===== src/rtl/spi_slave_pkg.sv =====
// Shared SPI definitions: default transfer width, select polarity and FSM encoding.
// The same values are used by the master side of the link.
package spi_slave_pkg;

  localparam int   SPI_WIDTH     = 8;
  localparam logic SPI_SS_ACTIVE = 1'b1;

  typedef enum logic {
    IDLE  = 1'b0,
    SHIFT = 1'b1
  } spi_state_e;

endpackage


===== src/rtl/spi_sync_edge.sv =====
// Two-flop synchronizer for an asynchronous pin.
// A third flop keeps the previous synced value, which gives rise and fall strobes.
module spi_sync_edge #(
  parameter logic RESET_VAL = 1'b0
) (
  input  logic clk,
  input  logic rst,
  input  logic pin,
  output logic level,
  output logic rise,
  output logic fall
);

  logic [2:0] pipe;

  always_ff @(posedge clk) begin
    if (rst) pipe <= {3{RESET_VAL}};
    else     pipe <= {pipe[1:0], pin};
  end

  assign level = pipe[1];
  assign rise  = pipe[1] & ~pipe[2];
  assign fall  = ~pipe[1] & pipe[2];

endmodule


===== src/rtl/spi_slave.sv =====
// SPI mode-0 responder running entirely on clk: over-samples sclk/mosi/ss,
// shifts a byte in on mosi while shifting one out on miso.
module spi_slave
  import spi_slave_pkg::*;
#(
  parameter int   WIDTH     = SPI_WIDTH,
  parameter logic SS_ACTIVE = SPI_SS_ACTIVE,
  parameter logic MISO_IDLE = 1'b0
) (
  input  logic             clk,
  input  logic             rst,
  input  logic             sclk,
  input  logic             mosi,
  input  logic             ss,
  input  logic [WIDTH-1:0] data_in,
  output logic             miso,
  output logic [WIDTH-1:0] data_out,
  output logic             done,
  output logic             busy,
  output logic             load
);

  localparam int CNT_W = $clog2(WIDTH + 1);

  logic sclk_level, sclk_rise, sclk_fall;
  logic ss_level, ss_rise, ss_fall;
  logic [1:0] mosi_pipe;
  logic mosi_sync;

  spi_sync_edge #(.RESET_VAL(1'b0)) u_sclk_sync (
    .clk   (clk),
    .rst   (rst),
    .pin   (sclk),
    .level (sclk_level),
    .rise  (sclk_rise),
    .fall  (sclk_fall)
  );

  // ss resets to the deselected level so leaving reset never fakes a select edge
  spi_sync_edge #(.RESET_VAL(~SS_ACTIVE)) u_ss_sync (
    .clk   (clk),
    .rst   (rst),
    .pin   (ss),
    .level (ss_level),
    .rise  (ss_rise),
    .fall  (ss_fall)
  );

  always_ff @(posedge clk) begin
    if (rst) mosi_pipe <= '0;
    else     mosi_pipe <= {mosi_pipe[0], mosi};
  end
  assign mosi_sync = mosi_pipe[1];

  logic ss_on, ss_off, sclk_up;
  assign ss_on   = (ss_rise | ss_fall) & (ss_level == SS_ACTIVE);
  assign ss_off  = (ss_rise | ss_fall) & (ss_level != SS_ACTIVE);
  assign sclk_up = sclk_rise & sclk_level;

  spi_state_e       state, state_n;
  logic [CNT_W-1:0] cnt, cnt_n;
  logic [WIDTH-1:0] tx_shift, tx_n, rx_shift, rx_n, dout_n;
  logic             done_n, load_n;

  always_ff @(posedge clk) begin
    if (rst) begin
      state    <= IDLE;
      cnt      <= '0;
      tx_shift <= '0;
      rx_shift <= '0;
      data_out <= '0;
      done     <= 1'b0;
      load     <= 1'b0;
    end else begin
      state    <= state_n;
      cnt      <= cnt_n;
      tx_shift <= tx_n;
      rx_shift <= rx_n;
      data_out <= dout_n;
      done     <= done_n;
      load     <= load_n;
    end
  end

  // Deselect has priority over any sclk edge in the same cycle.
  // A falling edge with cnt==0 in SHIFT only follows a completed byte: reload.
  always_comb begin
    state_n = state;
    cnt_n   = cnt;
    tx_n    = tx_shift;
    rx_n    = rx_shift;
    dout_n  = data_out;
    done_n  = 1'b0;
    load_n  = 1'b0;
    unique case (state)
      IDLE: begin
        if (ss_on) begin
          state_n = SHIFT;
          tx_n    = data_in;
          load_n  = 1'b1;
          cnt_n   = '0;
        end
      end
      SHIFT: begin
        if (ss_off) begin
          state_n = IDLE;
          cnt_n   = '0;
        end else if (sclk_up) begin
          rx_n = {rx_shift[WIDTH-2:0], mosi_sync};
          if (cnt == CNT_W'(WIDTH - 1)) begin
            dout_n = rx_n;
            done_n = 1'b1;
            cnt_n  = '0;
          end else begin
            cnt_n = cnt + CNT_W'(1);
          end
        end else if (sclk_fall) begin
          if (cnt == '0) begin
            tx_n   = data_in;
            load_n = 1'b1;
          end else begin
            tx_n = {tx_shift[WIDTH-2:0], 1'b0};
          end
        end
      end
      default: state_n = IDLE;
    endcase
  end

  assign miso = (state == SHIFT) ? tx_shift[WIDTH-1] : MISO_IDLE;
  assign busy = (state == SHIFT);

endmodule

===== config.mk =====
export PLATFORM = sky130hd
export DESIGN_NAME = spi_slave
export DESIGN_NICKNAME = d
export VERILOG_FILES = /design/src/rtl/spi_slave_pkg.sv /design/src/rtl/spi_sync_edge.sv /design/src/rtl/spi_slave.sv
export SDC_FILE = /design/constraint.sdc
export NUM_CORES = 1
export LEC_CHECK = 0
export CAP_MARGIN = 10
export CORE_MARGIN = 3
export CORE_UTILIZATION = 52
export CTS_CLUSTER_SIZE = 28
export DETAILED_ROUTE_END_ITERATION = 16
export MAX_ROUTING_LAYER = met4
export PLACE_DENSITY = 0.83
export SKIP_CTS_REPAIR_TIMING = 1
export SYNTH_ARGS = -nofsm -noshare
export SYNTH_HDL_FRONTEND = slang
export SYNTH_SLANG_ARGS = --single-unit

===== constraint.sdc =====
create_clock -name clk -period 2 [get_ports clk]
set_clock_uncertainty 0.15 [all_clocks]
set_input_delay 0.4 -clock clk [delete_from_list [all_inputs] [get_ports clk]]
set_output_delay 0.4 -clock clk [all_outputs]
set_load 0.005 [all_outputs]

After elaboration in Yosys (flattened, before gate mapping)
Cells that the tools add are included.

operators by class
  muxes and demuxes = 21
  bitwise logic cells = 15
  reduce and logical (&&, ||, !) cells = 6
  add/sub/neg operators = 1
  equality and inequality tests = 6

operators with widths
  operator             number
  $mux 8               5
  $mux 4               4
  $pmux 8 s2           1
  $mux 1               8
  $ne 2x2->1 const B   4
  $pmux 4 s2           1
  $reduce_and 4->1     2
  $and 1x1->1          7
  $not 1->1            7
  $add 4x1->4 const B  1
  $eq 4x3->1 const B   1
  $logic_not 4->1      1
  $pmux 1 s2           2
  $reduce_or 4->1      1
  $ne 3x3->1 const B   1
  $reduce_and 3->1     1
  $reduce_and 2->1     1
  $or 1x1->1           1

storage, ports and cells
  flip-flop bits (word level) = 38
  input bits = 13
  word-level logic and storage cells = 59
  output and inout port bits = 12

Depth between registers and ports, before layout
Gate-level depths: netlist of run 1.

  word-level depth = 6
  depth in mapped cells = 7
  mapped depth without buffers = 6

Modules after synthesis
Synthesis of run 1 repeated with hierarchy kept, for this count alone.

unflattened totals
  cells, all modules = 206
  area, all modules = 1828.0 um^2

by module, submodules not included
  module         times used  area an instance (um^2)  seq. area each (um^2)  cells an instance
  spi_slave      1           1645.3                   640.6                  190
  spi_sync_edge  2           91.3                     60.1                   8

Worst setup path before layout of run 1
Ideal clock, no wire load.

  path type = reg2reg
  from = register cnt[0]
  to = register tx_shift[1]
  arrival time = 1.426 ns
  setup time = 0.088 ns
  buffers on the path = 1
  clock period less this slack = 1.664 ns
  path slack = 0.336 ns
  stages on the path, launching flop included = 8
  required time = 1.762 ns
  path through = dfxtp_1 -> inv_1 -> ha_1 -> or3b_1 -> buf_2 -> nand2_2 -> nand2_1 -> a311oi_2

between the ends
  word-level cells in the longest chain between the ends = 6

RTL lines
  element                 RTL line          source
  from (decl)             spi_slave.sv:61   logic [CNT_W-1:0] cnt, cnt_n;
  from (signal assigned)  spi_slave.sv:76   cnt <= cnt_n;
  $logic_not 4->1         spi_slave.sv:118  if (cnt == '0) begin
  $mux 8                  spi_slave.sv:118
  $mux 8                  spi_slave.sv:117  end else if (sclk_fall) begin
  $mux 8                  spi_slave.sv:108  end else if (sclk_up) begin
  $mux 8                  spi_slave.sv:105  if (ss_off) begin
  $pmux 8 s2              spi_slave.sv:95   unique case (state)
  to (signal assigned)    spi_slave.sv:77   tx_shift <= tx_n;
  to (decl)               spi_slave.sv:62   logic [WIDTH-1:0] tx_shift, tx_n, rx_shift, rx_n, dout_n;

Every way passes these cells. The select of a mux whose other input is x is not followed.
A chain may end at the register's enable or synchronous reset.

Worst setup path after layout of run 1
  from = register state (netlist: busy)
  to = output miso

between the ends
  word-level cells in the longest chain between the ends = 1

RTL lines
  element                 RTL line          source
  from (decl)             spi_slave.sv:60   spi_state_e state, state_n;
  from (signal assigned)  spi_slave.sv:75   state <= state_n;
  $mux 1                  spi_slave.sv:130  assign miso = (state == SHIFT) ? tx_shift[WIDTH-1] : MISO_IDLE;
  to (decl)               spi_slave.sv:16   output logic miso,

Every way passes these cells.

==> results of run 1 <==
==> power breakdown <==
part           switching [mW]  internal [mW]
combinational          0.0437         0.0514
clock                   0.243          0.169
sequential             0.0122          0.774
==> cell type report <==
class | count | area (sq um)
timing repair buffer | 31 | 293
clock inverter | 2 | 12.5
multi-input combinational | 109 | 738
fill | 241 | 900
sequential | 38 | 764
inverter | 2 | 7.51
tap | 31 | 38.8
clock buffer | 6 | 51.3
==> per-stage QoR <==
stage / worst slack [ns] / area [sq um] / power [mW] / TNS [ns]
4_1_cts: -0.0643 / 1900 / 1.31 / -0.0643
3_3_place_gp: 0.361 / 1840 / 0.895 / 0
5_1_grt: 0.0167 / 1910 / 1.36 / 0
2_1_floorplan: 0.336 / 1560 / 0.860 / 0
6_report: 0.0924 / 1910 / 1.29 / 0
3_5_place_dp: 0.245 / 1840 / 0.900 / 0
==> sequential cells by signal (all words and copies together) (netlist names) <==
signal and flops:
u_ss_sync.pipe 3, done 1, u_sclk_sync.pipe 3, load 1, cnt 4, busy 1, mosi_pipe 2, rx_shift 7
tx_shift 8, data_out 8
==> logic make-up after synthesis <==
kind of cell	synth area share (%)
DFF	48.7
and+or+nand+nor	27.5
muxes	9.61
buffers and inverters	4.08
AOI/OAI and AO/OA	8.57
adders and majority gates	1.60
==> final timing paths <==
check / end / cells past startpoint / slack, ns
worst max-delay path: miso / 2 / 0.09
worst min-delay path: u_sclk_sync.pipe[1] / 1 / 0.30
worst max register to register: data_out[6] / 6 / 0.23
worst min register to register: u_sclk_sync.pipe[1] / 1 / 0.30
==> synth_stat cells <==
cell type	instances
nand4b_1	3
clkbuf_1	5
nand2_2	1
nand2_1	11
nor2_2	2
nand3_1	11
a21oi_1	4
nand3b_1	2
dfxtp_1	38
nand4bb_1	1
nor2_4	1
inv_1	2
nor3_1	1
mux2i_1	15
o21bai_1	1
nor2_1	22
ha_1	2
a32o_1	2
nand3b_2	1
a311oi_1	5
and2_1	2
buf_6	2
a311oi_2	2
nand4_1	1
nand3_4	1
buf_2	3
or3b_1	2
nor2b_1	11
nor3_4	1
nor4_1	1
o21ai_0	1
and3_1	1
a211oi_1	1
==> routing by layer <==
| metal | vias up | track usage (%) | wire, um |
|---|---|---|---|
| li1 | 609 | - | - |
| met1 | 533 | 21.5 | 1280 |
| met2 | 27 | 26.7 | 1340 |
| met3 | 4 | 6.60 | 166 |
| met4 | 0 | 9.29 | 45 |
| met5 | - | - | 0 |
==> critical path, stage by stage, from the launching register on <==
cell and delay [ns]:
dfxtp_4 0.40, and2_1 0.13, clkdlybuf4s50_1 0.49
==> results.cfg, run 1 <==
[status]
status = finished, final reports clean

[finish]
layout_common_cells = 37 x dfxtp_1, 24 x clkdlybuf4s50_1, 22 x nor2_1
area_growth_pct = 21.9
drive_above_1_share_pct = 13.3
final_nets = 202
final_cells = 219
diodes = 0
fin_util_pct = 67.9
mostFrequentLayoutCell = dfxtp_1

[routing]
dr.pass1.iters = 4
ant_nets = 0
post_drt_wl_per_cell_um = 12.9
routed_wl_mm = 2.84
vias = 1173
drtIter0Drc = 45
viasPerCell = 5.36
drc = 0

[critical_path]
r2r_start = cnt[1]
cp-start-kind = register
critPathRequiredTime_ns = 1.45
crit_arrival_ns = 1.36
crit_path_max_fanout = 9
path_class = reg -> out
cp-end-kind = output pin
crit_start = busy

[sta]
hold_viol_final = 0
tightest_slew_ns = 0.310
max_clock_freq_mhz = 524
final_max_slew_viol_count = 0
setup_viol = 0
min_period_over_period_pct = 95.4
rsz0062_at_grt = no
min_period_ns = 1.91
whs_ns = 0.304
relSlewSlack_pct = 79.3

[place]
dp.cells = 211
routabilityCongestion = 0.754
port-buffer-count = 24
dp_hpwl_mm = 2.17

[power]
leakage_nw = 0.674
power_density_nw_per_um2 = 679
peakVddDrop_mv = 0.427

[clock_network]
cts_tree = built
ctsHtreeMaxLevel = 2
clk_pin_slew_ns = 0.10
clkSinkCount = 38
clockBufferDepth = 2
cts-buffers-inserted = 5
root_buffer = clkbuf_4
clk_latency_ns = 0.34

[hold_path]
hp-start = u_sclk_sync.pipe[0]
hp-class = reg -> reg

[yosys]
ys_seq_area_share_pct = 48.7
synth_top_area_share_pct = 48.7
netlist_area_sq_um = 1560
avgSynthCellArea_sq_um = 9.83
synthTopCellsByArea = dfxtp_1 49%, mux2i_1 9.6%, nor2_1 5.3%, nor2b_1 4.4%, nand3_1 3.5%
yosysUniqueCellTypes = 33
syn_inst = 159
yosysWarnings = 0
syn_nets = 174
yosys.area.top_type = dfxtp_1
synth-seq-cells = 38

[grt]
grt_max_degree = 18
grt-ovfl-total = 0
grt_pass1_wl_mm = 4.73
grt_pass1_vias = 1122
antenna_found_initial = 0
grtUsageTotal_pct = 18.1

[floorplan]
chipHeight_um = 60.8
design.core.area_sq_um = 2810
die_w_um = 60.8
rows = 19
ios = 25
die_area_sq_um = 3700
start_util_pct = 55.7

[flow_run]
cap_violations = 0
Power figures use the tool's default switching activity.
==> inputs of run 2 (changes only) <==
CORE_UTILIZATION = 54   (was 52)
CTS_BUF_LIST = sky130_fd_sc_hd__clkbuf_2   (was not set)
PLACE_DENSITY = 0.85   (was 0.83)
==> run 2 against run 1 <==
Net effect: register-to-register slack is essentially flat; first-iteration DRC count shrank 42%; clock power shrank 25%; setup slack gained 0.090 ns; utilization grew 4.8 points; critical path depth shrank 1; cell count grew 0.46%; global-route usage grew 1.2 points.
==> results.cfg, run 2 (synthesized netlist as in run 1, its figures left out) <==
[critical_path]
path_class = reg -> out
crit_family = buffers and inverters
r2r_start = cnt[0]
crit_cells = 1
crit_path_max_incr_delay_ns = 0.50
cp-start-kind = register
ff2ff_setup_slack_ns = 0.24
path_buf_inv = 1
endpoint = busy
slowest_stage = clkdlybuf4s50_1
reg2reg_depth = 6
rr_endpoint = tx_shift[5]
cp-end-kind = output pin
crit_path_max_fanout = 5
crit_chain = clkdlybuf4s50_1
crit_start = busy
critPathRequiredTime_ns = 1.45
crit_arrival_ns = 1.27

[floorplan]
design.core.area_sq_um = 2610
start_util_pct = 59.8
chipHeight_um = 59.8
rows = 18
die_w_um = 59.8
ios = 25
die_area_sq_um = 3580

[place]
routabilityCongestion = 0.812
dp_hpwl_mm = 2.16
port-buffer-count = 24

[sta]
final_max_slew_viol_count = 0
min_period_ns = 1.82
tightest_slew_ns = 0.318
hold_viol_final = 0
rsz0062_at_grt = no
min_period_over_period_pct = 90.9
setup_viol = 0
setup_tns_ns = 0
max_clock_freq_mhz = 550
relSlewSlack_pct = 78.7

[clock_network]
clk_pin_slew_ns = 0.16
clkSinkCount = 38
clockBufferDepth = 2
root_buffer = clkbuf_2
cts_tree = built
clk_latency_ns = 0.37
cts-buffers-inserted = 5
ctsHtreeMaxLevel = 2

[finish]
layout_common_cells = 37 x dfxtp_1, 23 x clkdlybuf4s50_1, 22 x nor2_1
fillers = 198
final_nets = 205
diodes = 0
reg_top3 = data_out: 8 flops, tx_shift: 8 flops, rx_shift: 7 flops
drive_above_1_share_pct = 14.2
area_growth_pct = 21.6
mostFrequentLayoutCell = dfxtp_1

[grt]
grt-ovfl-total = 0
grt_pass1_vias = 1211
grt_max_degree = 19
grt_busiest_layer = met2
grt_use_met1_pct = 21.5
grtUsageMet2_pct = 31.9
antenna_found_initial = 0
grtUsageTotal_pct = 19.3
grt_pass1_wl_mm = 5.04
use_met3_pct = 4.75

[status]
status = finished, final reports clean

[power]
leakage_nw = 0.703
power_density_nw_per_um2 = 629
peakVddDrop_mv = 0.578
power_mw = 1.20

[routing]
post_drt_wl_per_cell_um = 13.2
drtIter0Drc = 26
ant_nets = 0
vias = 1193
dr.pass1.iters = 4
drc = 0
viasPerCell = 5.42
routed_wl_mm = 2.91

[hold_path]
hp-class = reg -> reg

[flow_run]
cap_violations = 0
[run 2: per-stage QoR]
stage	hold WS [ns]	cell area (sq um)	utilization [%]	setup slack (ns)	cells
6_report	0.308	1900	72.7	0.182	220
5_1_grt	0.324	1900	72.7	0.110	220
4_1_cts	0.313	1880	71.9	-0.0849	218
3_5_place_dp	0.277	1840	70.6	0.254	211
3_3_place_gp	0.275	1840	70.6	0.365	211
2_1_floorplan	0.264	1560	-	0.336	159
[run 2: per-layer routing]
metal	part of all wire, %	vias to the layer above
met1	46	549
met5	0	-
met2	50	27
met3	3.7	3
li1	-	614
met4	1.1	0
[run 2: where the power goes]
| group | leakage (nW) | internal (mW) | switching, mW | total, mW |
|---|---|---|---|---|
| logic | 0.365 | 0.0544 | 0.0466 | 0.101 |
| clock network | 0.0286 | 0.0758 | 0.231 | 0.307 |
| registers | 0.309 | 0.776 | 0.0119 | 0.787 |
| total | 0.703 | 0.906 | 0.290 | 1.20 |
[run 2: final cells by class]
class,instances,area (sq um),area share [%]
clock buffer,5,25.0,1.32
multi-input combinational,109,738,38.8
timing repair buffer,34,318,16.7
tap,30,37.5,1.97
clock inverter,2,10.0,0.527
inverter,2,7.51,0.395
sequential,38,764,40.2
[run 2: worst min path at each step]
| stage | slack, ns | depth (start not counted) | endpoint | startpoint |
|---|---|---|---|---|
| floorplan | 0.26 | 1 | mosi_pipe[1] | mosi_pipe[0] |
| global placement | 0.28 | 1 | mosi_pipe[1] | mosi_pipe[0] |
| detailed placement | 0.28 | 1 | u_ss_sync.pipe[1] | u_ss_sync.pipe[0] |
| CTS | 0.31 | 1 | mosi_pipe[1] | mosi_pipe[0] |
| global route | 0.32 | 1 | u_sclk_sync.pipe[1] | u_sclk_sync.pipe[0] |
| finish | 0.31 | 1 | mosi_pipe[1] | mosi_pipe[0] |
==> inputs of run 3 (changes only) <==
CAP_MARGIN = 20   (was 10)
==> results of run 3 <==
The final DEF is identical to that of run 2; final timing and power are the same.
==> RTL edit 1 (settings of run 2) <==
Register the outputs `miso` and `busy`, without a reset; this adds one clock of latency there. The other outputs are not delayed to match.
--- a/src/rtl/spi_slave.sv
+++ b/src/rtl/spi_slave.sv
@@ -129,4 +129,6 @@
 
-  assign miso = (state == SHIFT) ? tx_shift[WIDTH-1] : MISO_IDLE;
-  assign busy = (state == SHIFT);
+  always_ff @(posedge clk) begin
+    miso <= (state == SHIFT) ? tx_shift[WIDTH-1] : MISO_IDLE;
+    busy <= (state == SHIFT);
+  end
 
Behaviour: not the same (Yosys sat finds a counterexample within 4 cycles, from zero or initial values and one cycle with rst high).
==> RTL edit 1 against run 2 <==
- total power increased by 5.4%
- worst setup slack improved by 0.00079 ns
- non-clock buffer count decreased by 4
- first-iteration DRC count increased by 92%
- sequential cell count increased by 2
- routed wire length increased by 0.83%
- die area increased by 3.0%
- count of clock-buffer cells in the layout increased by 2
- synthesized area increased by 3.4%
- final area increased by 1.8%
- critical path type is now flop to flop
- largest cell class unchanged
- largest power group unchanged
==> RTL edit 1: results (changes against run 2) <==
Status
Outcome: completed (unchanged).

Place
The total instance count after detailed placement was 215 (was 211). The total cell area at the placement stage is 0.00190 mm² (was 0.00184 mm²). The detailed-placement wirelength estimate came to 2160 µm (about the same).

Yosys
The count of mapped cells out of synthesis came to 163 (was 159). Most common library cells after synthesis: sky130_fd_sc_hd__dfxtp_1 (40), sky130_fd_sc_hd__nor2_1 (24), sky130_fd_sc_hd__mux2i_1 (15), sky130_fd_sc_hd__nand3_1 (12) (was sky130_fd_sc_hd__dfxtp_1 (38), sky130_fd_sc_hd__nor2_1 (22), sky130_fd_sc_hd__mux2i_1 (15)). The mux cell area share after synthesis is 9.30% (was 9.61%). The post-synthesis adder-cell area fraction was 1.55% (was 1.60%). The number of register bits inferred by synthesis is 40 (was 38). Cells taking the most area after synthesis: sky130_fd_sc_hd__dfxtp_1 (50%), sky130_fd_sc_hd__mux2i_1 (9.3%), sky130_fd_sc_hd__a311oi_2 (6.5%), sky130_fd_sc_hd__nor2_1 (5.6%), sky130_fd_sc_hd__nor2b_1 (4.3%) (was sky130_fd_sc_hd__dfxtp_1 (49%), sky130_fd_sc_hd__mux2i_1 (9.6%), sky130_fd_sc_hd__nor2_1 (5.3%), sky130_fd_sc_hd__nor2b_1 (4.4%), sky130_fd_sc_hd__nand3_1 (3.5%)). The sequential-to-total area share from yosys stat is 49.6% (was 48.7%).

Cells and area
The count of fill cells added during filler insertion is 232 (was 198). The register area is 801 µm² (was 764 µm²). The number of signal-net inverters in the final layout is 3 (was 2). The share of final layout cell area taken by non-clock buffers came to 14.7% (was 16.7%). The number of signal-net buffers in the layout came to 30 (was 34). The clock buffer count is 7 (was 5). The fraction of area in multi-input gates came to 39.3% (was 38.8%). The multi-input combinational cell count was 111 (was 109). The clock tree cell share of total cell area was 2.01% (was 1.84%).

Route
The starting DRC count in detailed routing is 50 (was 26).

Die
The floorplan die area was 0.00368 mm² (was 0.00358 mm²).

Power
The static power due to leakage is 0.000682 µW (was 0.000703 µW). The combinational fraction of design power was 7.9% (was 8.5%). The sequential-cell power consumption was 831 µW (was 787 µW). The switching fraction of total power is 23.4% (was 24.2%).

Worst setup path
The largest fanout on the critical path came to 8 (was 5). The maximum cell stage delay along the critical path is 0.38 ns (was 0.50 ns). The dominant delay contributor by cell family on the critical path was simple AND/OR/NAND/NOR gates (was buffers and inverters). The arrival time at the worst endpoint is 1.97 ns (was 1.27 ns).

STA
The transition time at the pin with the least slew margin is 0.538 ns (was 0.318 ns).

GRT
The maximum number of pins on one net before global-route repair is 24 (was 19). The all-layer global routing usage came to 18.8% (was 19.3%).
[RTL edit 1: changes by cell type after synthesis, moves of 2 or more]
cell,delta
sky130_fd_sc_hd__nand4b_1,-2
sky130_fd_sc_hd__dfxtp_1,+2
sky130_fd_sc_hd__a32o_1,-2
sky130_fd_sc_hd__or3_1,+2
sky130_fd_sc_hd__nor2_1,+2
sky130_fd_sc_hd__a311oi_2,+5
sky130_fd_sc_hd__buf_1,+2
sky130_fd_sc_hd__o211ai_1,+2
sky130_fd_sc_hd__a311oi_1,-5
[RTL edit 1: final timing paths]
kind           startpoint      endpoint  slack (ns)
max                cnt[0]   tx_shift[4]        0.18
min          mosi_pipe[0]  mosi_pipe[1]        0.31
max reg2reg        cnt[0]   tx_shift[4]        0.18
min reg2reg  mosi_pipe[0]  mosi_pipe[1]        0.31
==> RTL edit 2 (config.mk and constraints of run 2) <==
Made on the original files. `SPI_WIDTH`: 8 -> 4.
--- a/src/rtl/spi_slave_pkg.sv
+++ b/src/rtl/spi_slave_pkg.sv
@@ -4,3 +4,3 @@
 
-  localparam int   SPI_WIDTH     = 8;
+  localparam int   SPI_WIDTH     = 4;
   localparam logic SPI_SS_ACTIVE = 1'b1;
Interface: changed (resized data_in and data_out); port bits go from 25 to 17. The function was not compared with the original's and may differ.
==> RTL edit 2 against run 2 <==
- count of clock-buffer cells in the layout decreased by 1
- hold slack got worse by 0.0071 ns
- routed wire length shrank 41%
- synthesized area is 36% lower
- first-iteration DRC count down 81%
- final area shrank 36%
- maximum frequency is 3.9% lower
- total power is 34% lower
- die area down 33%
- worst setup slack worse by 0.074 ns
- register-to-register slack improved by 0.14 ns
- sequential cell count decreased by 13
- sequential share of layout area rose by 1.2 points
==> RTL edit 2: results (changes against run 2) <==
Place
The total cell area at the placement stage came to 0.00119 mm² (was 0.00184 mm²). The number of buffer cells added on primary ports is 16 (was 24). The post-placement worst setup slack is 0.244 ns (was 0.254 ns). The placer's final routability congestion estimate is 0.716 (was 0.812). The detailed-placement wirelength estimate is 1280 µm (was 2160 µm).

Yosys
The mux cell area share after synthesis came to 6.98% (was 9.61%). The post-synth net total is 111 (was 174). Cells taking the most area after synthesis: sky130_fd_sc_hd__dfxtp_1 (50%), sky130_fd_sc_hd__mux2i_1 (7.0%), sky130_fd_sc_hd__nor2b_1 (5.6%), sky130_fd_sc_hd__a311oi_2 (4.5%), sky130_fd_sc_hd__nor2_1 (4.1%) (was sky130_fd_sc_hd__dfxtp_1 (49%), sky130_fd_sc_hd__mux2i_1 (9.6%), sky130_fd_sc_hd__nor2_1 (5.3%), sky130_fd_sc_hd__nor2b_1 (4.4%), sky130_fd_sc_hd__nand3_1 (3.5%)). The complex-gate fraction of the synthesized area is 9.23% (was 8.57%). The post-synthesis adder-cell area fraction is 2.49% (was 1.60%). The mean cell area of the mapped netlist is 10.0 µm² (was 9.83 µm²). The sequential-to-total area share from yosys stat is 49.9% (was 48.7%). The synthesis warning total is 0 (unchanged). The post-synthesis cell type count is 27 (was 33).

Cells and area
The final instance count without filler cells was 143 (was 220). Largest regs: data_out (4), tx_shift (4) (was data_out (8), tx_shift (8), rx_shift (7)). The fraction of final layout cells sized beyond drive strength 1 came to 10.9% (was 14.2%). The final layout net count is 131 (was 205).

Clock tree
The clock insertion delay at the later pin of the skew report came to 0.34 ns (was 0.37 ns). The number of buffers created by CTS is 3 (was 5). The count of H-tree levels built during CTS came to 1 (was 2). The clock-pin slew reported for the worst setup and hold paths after clock tree synthesis came to 0.22 ns (was 0.16 ns).

STA
The slack of the critical path is 0.108 ns (was 0.182 ns). The hold slack is 0.301 ns (was 0.308 ns). The transition time at the pin with the least slew margin is 0.420 ns (was 0.318 ns).

Power
The static power due to leakage was 0.000508 µW (was 0.000703 µW). The worst voltage drop across the vdd grid is 0.000604 V (was 0.000578 V).

GRT
The met1 demand-to-capacity share in global routing is 20.8% (was 21.5%). The routing usage on met2 is 25.9% (was 31.9%). The maximum number of pins on one net before global-route repair is 18 (was 19). The all-layer global routing usage is 16.7% (was 19.3%).

The first-pass GRT wire length is 3040 µm (was 5040 µm). The via count of the first global-routing pass is 703 (was 1211). The met3 track demand over resource was 3.67% (was 4.75%).

Worst setup path
The endpoint of the most critical setup path is miso (was busy). The worst-case register-to-register setup slack is 0.38 ns (was 0.24 ns). The endpoint of the lowest-slack register-to-register path is data_out[2] (was tx_shift[5]). The arrival time at the worst endpoint came to 1.34 ns (was 1.27 ns). The path depth of the worst reg2reg path is 5 (was 6).

Route
The wire length on met3 is 67 µm (was 108 µm). The sum of met2 wire segment lengths after detailed routing is 817 µm (was 1440 µm). The total number of vias is 727 (was 1193). The starting DRC count in detailed routing is 5 (was 26).

The wire length the detailed router placed on met1 is 813 µm (was 1330 µm). The total length of routed wires is 1720 µm (was 2910 µm).

Status
Outcome: completed (unchanged).
## RTL edit 2: cell count changes after synthesis, sizes merged, moves of 4 or more
cell           run 2  this run
a311oi             7         3
nand3             12         7
nor2              25        11
buf                5         1
nand2             12         6
mux2i             15         7
dfxtp             38        25
## RTL edit 2: final cells by class
| class | count | area [µm²] |
|---|---|---|
| clock buffers | 4 | 20.0 |
| fillers | 135 | 412 |
| inverters | 2 | 7.51 |
| multi-input cells | 69 | 473 |
| flip-flops and latches | 25 | 504 |
| well taps | 24 | 30.0 |
| repair buffers | 19 | 183 |
## RTL edit 2: critical path: cells and delay by family (launching register included)
kind	cells	cell delay [ns]
and+or+nand+nor	1	0.12
buffers and inverters	1	0.49
DFF	1	0.41
## RTL edit 2: power breakdown
group / internal [µW] / switching, µW / total (µW)
Sequential: 513 / 7.93 / 521
Clock: 52.8 / 144 / 197
Combinational: 39.6 / 31.4 / 71.0
Total: 605 / 184 / 789
